`src/rtl/spi_byte_master.sv`:
```
// spi_byte_master: SPI mode-0 (CPOL=0, CPHA=0) master, MSB first, one byte per start.
// Rev 1.0 - initial release.
`default_nettype none

module spi_byte_master #(
  parameter int CLK_DIV = 4
) (
  input  logic       clk,
  input  logic       rst,
  input  logic       start,
  input  logic [7:0] tx_data,
  output logic       busy,
  output logic       done,
  output logic [7:0] rx_data,
  output logic       SCLK,
  output logic       MOSI,
  input  logic       MISO,
  output logic       SS_n
);

  localparam int PW = $clog2(CLK_DIV);
  localparam logic [PW-1:0] PHASE_LAST = PW'(CLK_DIV - 1);

  typedef enum logic [2:0] {
    IDLE  = 3'd0,
    SETUP = 3'd1,
    HIGH  = 3'd2,
    LOW   = 3'd3,
    DONE  = 3'd4
  } state_t;

  state_t        state;
  logic [PW-1:0] phase;
  logic [2:0]    bit_cnt;
  logic [6:0]    tx_shift;   // bits still to be sent; MOSI already holds the current one
  logic [7:0]    rx_shift;
  logic          phase_end;

  assign phase_end = (phase == PHASE_LAST);

  always_ff @(posedge clk or posedge rst) begin
    if (rst) begin
      state    <= IDLE;
      phase    <= '0;
      bit_cnt  <= 3'd0;
      tx_shift <= 7'd0;
      rx_shift <= 8'd0;
      rx_data  <= 8'd0;
      busy     <= 1'b0;
      done     <= 1'b0;
      SCLK     <= 1'b0;
      MOSI     <= 1'b0;
      SS_n     <= 1'b1;
    end else begin
      done <= 1'b0;
      case (state)
        IDLE: begin
          if (start) begin
            tx_shift <= tx_data[6:0];
            MOSI     <= tx_data[7];
            SS_n     <= 1'b0;
            busy     <= 1'b1;
            phase    <= '0;
            bit_cnt  <= 3'd0;
            state    <= SETUP;
          end
        end
        SETUP: begin
          if (phase_end) begin
            phase <= '0;
            SCLK  <= 1'b1;
            state <= HIGH;
          end else begin
            phase <= phase + PW'(1);
          end
        end
        HIGH: begin
          if (phase_end) begin
            phase    <= '0;
            SCLK     <= 1'b0;
            rx_shift <= {rx_shift[6:0], MISO};
            state    <= LOW;
            // Leaving the last bit on MOSI keeps it quiet until SS_n rises.
            if (bit_cnt != 3'd7) begin
              MOSI     <= tx_shift[6];
              tx_shift <= {tx_shift[5:0], 1'b0};
            end
          end else begin
            phase <= phase + PW'(1);
          end
        end
        LOW: begin
          if (phase_end) begin
            phase <= '0;
            if (bit_cnt == 3'd7) begin
              SS_n    <= 1'b1;
              MOSI    <= 1'b0;
              done    <= 1'b1;
              rx_data <= rx_shift;
              state   <= DONE;
            end else begin
              bit_cnt <= bit_cnt + 3'd1;
              SCLK    <= 1'b1;
              state   <= HIGH;
            end
          end else begin
            phase <= phase + PW'(1);
          end
        end
        DONE: begin
          busy  <= 1'b0;
          state <= IDLE;
        end
        default: begin
          state <= IDLE;
          SS_n  <= 1'b1;
          SCLK  <= 1'b0;
          MOSI  <= 1'b0;
          busy  <= 1'b0;
        end
      endcase
    end
  end

endmodule

`default_nettype wire

```
`config.mk`:
```
export PLATFORM = sky130hd
export DESIGN_NAME = spi_byte_master
export DESIGN_NICKNAME = d
export VERILOG_FILES = /design/src/rtl/spi_byte_master.sv
export SDC_FILE = /design/constraint.sdc
export NUM_CORES = 1
export LEC_CHECK = 0
export ABC_AREA = 1
export BUFFER_PORTS_ARGS = -buffer_cell sky130_fd_sc_hd__buf_2
export CAP_MARGIN = 40
export CORE_MARGIN = 2
export CORE_UTILIZATION = 59
export CTS_BUF_LIST = sky130_fd_sc_hd__clkbuf_8
export DETAILED_ROUTE_END_ITERATION = 12
export PLACE_DENSITY = 0.82
export SYNTH_ARGS = -nofsm -noshare
export SYNTH_HDL_FRONTEND = slang
export SYNTH_SLANG_ARGS = --single-unit
```
`constraint.sdc`:
```
create_clock -name clk -period 1.6 [get_ports clk]
set_input_delay 0.08 -clock clk [delete_from_list [all_inputs] [get_ports clk]]
set_output_delay 0.08 -clock clk [all_outputs]
set_load 0.005 [all_outputs]
```
# --- After elaboration in Yosys (flattened, before gate mapping) ---
# Index checks and enable logic that the tools add are counted.
op_classes:
  n_reduce_logical: 18
  n_bitwise: 4
  eq_ne: 14
  mul: 0
  div: 0
  magnitude_cmp: 0
  shifts: 0
  addsub: 2
  muxes: 37
ops:
  columns: ["op", "count"]
  rows:
  - ["3-bit 2-to-1 mux", 8]
  - ["7-bit 2-to-1 mux", 3]
  - ["1-bit 2-to-1 mux", 16]
  - ["4-bit AND reduction", 4]
  - ["2-bit inequality test, second input constant", 7]
  - ["7-bit case mux with 2 select lines", 1]
  - ["3-bit case mux with 4 select lines", 1]
  - ["1-bit case mux with 4 select lines", 2]
  - ["3-bit by 2-bit equality test with 1-bit output, second input constant", 2]
  - ["3-bit equality test, second input constant", 2]
  - ["3-bit case mux with 2 select lines", 1]
  - ["2-bit AND reduction", 3]
  - ["6-bit AND reduction", 1]
  - ["2-bit nonzero test", 3]
  - ["3-bit OR reduction", 2]
  - ["5-bit AND reduction", 1]
  - ["2-bit 2-to-1 mux", 2]
  - ["1-bit inverter", 4]
  - ["2-bit case mux with 2 select lines", 1]
  - ["2-bit OR reduction", 2]
  - ["3-bit by 1-bit adder with 3-bit output, second input constant", 1]
  - ["3-bit by 1-bit equality test with 1-bit output, second input constant", 1]
  - ["3-bit zero test", 1]
  - ["3-bit inequality test, second input constant", 1]
  - ["other kinds (5)", 5]
totals:
  latchBits: 0
  ff_bits: 36
  word_cells: 86
  output_inout_bits: 13
  mem_bits_ro: 0
  ram_bits: 0
  memories: 0

# --- Logic depth before layout (Yosys ltp) ---
logic_depth:
  word_depth: 4
  mapped_depth: 8
  ltp_nobuf: 8

# --- Worst setup path before layout ---
# OpenSTA, ideal clock, no wires.
synth_timing:
  kind: "register to register"
  from: "reg bit_cnt[0]"
  to: "reg tx_shift[0]"
  path_slack_ns: 0.252
  t_required_ns: 1.483
  path_stages_with_launch: 7
  setup_ns: 0.117
  n_path_buf: 0
  arrival_ns: 1.231
  path_cell_list: "dfrtp_1 ha_1 ha_1 nand2_1 nand2_4 nand2_1 o21ai_2"
synth_between:
  elab_chain_cells: 3
synth_lines:
  columns: ["item", "line", "rtl"]
  rows:
  - ["start, declared", "34", "logic [2:0] bit_cnt;"]
  - ["start signal, assigned", "102", "bit_cnt <= bit_cnt + 3'd1;"]
  - ["3-bit inequality test", "84", "if (bit_cnt != 3'd7) begin"]
  - ["2-bit inequality test (no line)", null, null]
  - ["4-bit AND reduction (no line)", null, null]
  - ["end signal, assigned", "59", "tx_shift <= tx_data[6:0];"]
  - ["end signal, assigned", "86", "tx_shift <= {tx_shift[5:0], 1'b0};"]
  - ["end, declared", "35", "logic [6:0] tx_shift;"]
# No other way between the ends.
# A chain may end at the register's enable or synchronous reset.

# --- Worst setup path in the final report ---
# Same ends and word-level chain as after synthesis.

==> results.sh <==
export IMPL_internal_power_uw=1230
export IMPL_ys_flop_type="dfrtp_1"
export IMPL_hold_viol_final=0
export IMPL_overflow=0
export IMPL_synth_edf_count=0
export IMPL_period_share=0.916
export IMPL_clockBufferDepth=2
export IMPL_grt_pass1_wl_microns=5490
export IMPL_gp_congestion=0.821
export IMPL_clock_latency_ns=0.29
export IMPL_synth_cells=204
export IMPL_grt_max_degree=37
export IMPL_avgSynthCellArea_sq_um=8.68
export IMPL_p_leak_uw=0.00114
export IMPL_netlist_top_cells_area="dfrtp_1, nand2_1, nand3_1"
export IMPL_portBuffers=24
export IMPL_io_pins=25
export IMPL_dp_hpwl_microns=2280
export IMPL_cp_max_fo=8
export IMPL_ys_seq_area_frac=0.509
export IMPL_slew_headroom=0.710
export IMPL_grt_pass1_vias=1234
export IMPL_drv_slew=0
export IMPL_tightest_slew_ns=0.435
export IMPL_yosysTopAreaCell="dfrtp_1"
export IMPL_via_per_inst=5.18
export IMPL_initial_utilization=0.632
export IMPL_detail_route_antenna_nets=0
export IMPL_synth_top_family_by_area="simple AND/OR/NAND/NOR gates"
export IMPL_synth_seq_cells=36
export IMPL_grt_antenna_before_repair=0
export IMPL_fp_dieH_microns=58.8
export IMPL_synth_fp_nets=220
export IMPL_syn_to_final_growth_pct=14.5
export IMPL_setup_viol=0
export IMPL_dieArea_sq_um=3460
export IMPL_power_frac_comb=0.031
export IMPL_utilization=0.723
export IMPL_switchingPower_uw=352
export IMPL_tritoncts="built"
export IMPL_cts_made_buffers=5
export IMPL_totalWireLength_microns=3230
export IMPL_fin_crit_ns=1.47
export IMPL_peakVddDrop_uv=673
export IMPL_hold_path_class="input pin to register"
export IMPL_wl_per_cell_microns=12.0
export IMPL_coreArea_sq_um=2810
export IMPL_clock_sinks=36
export IMPL_status="finished clean"
export IMPL_ys_async_sr_fraction=1.00
export IMPL_p_sw_frac=0.222
export IMPL_root_buffer="clkbuf_8"
export IMPL_power_density_nw_per_um2=782
export IMPL_clkTransAtPathRegs_ns=0.07
export IMPL_rsz0062_at_grt="false"
export IMPL_clock_power_share=0.387
export IMPL_synth_cell_area_sq_um=1770
export IMPL_drt_first_pass_iters=4
export IMPL_end_kind="register"
export IMPL_setup_tns_ns=0
export IMPL_synth_simple_gate_area_frac=0.303
export IMPL_max_freq_ghz=0.682
export IMPL_remaining_drc_errors=0
export IMPL_synth_compound_area_frac=0.0946
export IMPL_yosys_area_top_type_share=0.494
export IMPL_die_w_microns=58.8
export IMPL_worstPathRequired_ns=1.79
export IMPL_n_antenna_cell=0
export IMPL_nets=254
export IMPL_startpoint_type="register"
export IMPL_synthAdderAreaFrac=0.0282
export IMPL_yosys_warnings=0
export IMPL_post_cts_buffers=0
export IMPL_groute_usage_overall=0.215
export IMPL_pwr_share_seq=0.582
export IMPL_worstSetupPathType="register to register"
export IMPL_drive_above_1_share=0.247
export IMPL_crit_arrival_ns=1.65
export IMPL_num_vias=1398
export IMPL_drt_first_iter_violations=79
export IMPL_muxShareOfSynthArea=0
export IMPL_fin_skew_ns=0.00388
export IMPL_max_cap_violations=0
export IMPL_synth_xor_area_frac=0
export IMPL_fp_row_count=19
export IMPL_ys_types=23
export IMPL_htree_levels=2
export IMPL_cts_resized=0
## per-layer routing
layer	global-route usage	wire, microns	vias to the layer above
li1	-	-	716
met1	0.288	1500	647
met2	0.338	1540	30
met3	0.0659	154	5
met4	0.0682	42	0
met5	0	0	-
## flip-flops by register name (all words and copies together), names as in the netlist, 2 cells and up
register	count
phase	2
state	3
tx_shift	7
bit_cnt	3
rx_data	8
rx_shift	8
## final cells by class
cell class	count	area, sq um
flip-flops and latches	36	902
fillers	232	776
multi-input cells	144	754
repair buffers	30	168
inverters	21	81.3
clock buffers	5	68.8
well taps	31	38.8
clock inverters	3	16.3
## critical path, stage by stage (launching register included)
cell	delay, ns
dfrtp_1	0.40
ha_1	0.22
ha_1	0.24
nand2_1	0.24
nand2_4	0.12
nand2_1	0.09
o21ai_2	0.05
## cell usage in the layout, fill, tap and decap left out
master / netlist / layout
a21o_1: 1 / 1
a21oi_1: 3 / 3
buf_2: 0 / 24
buf_4: 0 / 5
clkbuf_8: 0 / 5
clkinv_4: 0 / 1
dfrtp_1: 35 / 35
dfstp_2: 1 / 1
dlygate4sd3_1: 0 / 1
ha_1: 4 / 4
inv_1: 18 / 20
inv_2: 2 / 2
inv_4: 1 / 1
nand2_1: 75 / 75
nand2_2: 2 / 2
nand2_4: 5 / 5
nand3_1: 20 / 20
nand3_4: 1 / 1
nand4_1: 1 / 1
nor2_1: 6 / 6
nor2_4: 3 / 3
o211ai_1: 1 / 1
o21ai_0: 2 / 2
o21ai_1: 10 / 10
o21ai_2: 8 / 8
o31ai_1: 1 / 1
or2_2: 1 / 1
## stage by stage
stage | cell area [sq um] | setup WS, ns | hold slack [ns] | power (uW) | instances
floorplan | 1770 | 0.252 | 0.237 | 967 | 204
global placement | 1930 | 0.177 | 0.199 | 988 | 261
detailed placement | 1930 | 0.145 | 0.201 | 989 | 261
CTS | 2030 | 0.129 | 0.0331 | 1610 | 270
global route | 2030 | 0.0140 | 0.0506 | 1640 | 270
finish | 2030 | 0.134 | 0.0355 | 1590 | 270
## cell usage after synthesis (2+ instances only)
master,number
inv_2,2
inv_1,18
dfrtp_1,35
o21ai_1,10
nor2_1,6
nor2_4,3
nand2_2,2
buf_6,3
nand3_1,20
nand2_4,5
o21ai_0,2
a21oi_1,3
ha_1,4
nand2_1,75
o21ai_2,8
## final timing paths
kind	from	endpoint	slack, ns	cells past startpoint
setup / recovery	bit_cnt[0]	tx_shift[0]	0.13	6
hold / removal	MISO	rx_shift[0]	0.04	3
setup reg to reg	bit_cnt[0]	tx_shift[0]	0.13	6
hold reg to reg	SS_n	SS_n	0.46	2
max in group asynchronous	rst	SS_n	0.84	4
min in group asynchronous	rst	done	0.42	4
## cell families after synthesis
logic type	count (synthesis)
AND/OR/NAND/NOR	114
flip-flops	36
AO/OA/AOI/OAI	26
buffers and inverters	24
adder cells (fa/ha/maj)	4
## what timing repair did
action / CTS / global route
endpoints found under the hold margin: 35 / 0
setup endpoints to repair: 0 / 0
hold buffers: 1 / 0
## power by group through the flow
stage	combinational [uW]	clock, uW	sequential, uW
after floorplan	27.3	0	939
after global placement	48.5	0	940
after detailed placement	49.2	0	940
after CTS	51.2	632	923
after global routing	57.6	658	924
final	49.4	614	923
Power figures use the tool's default switching activity.
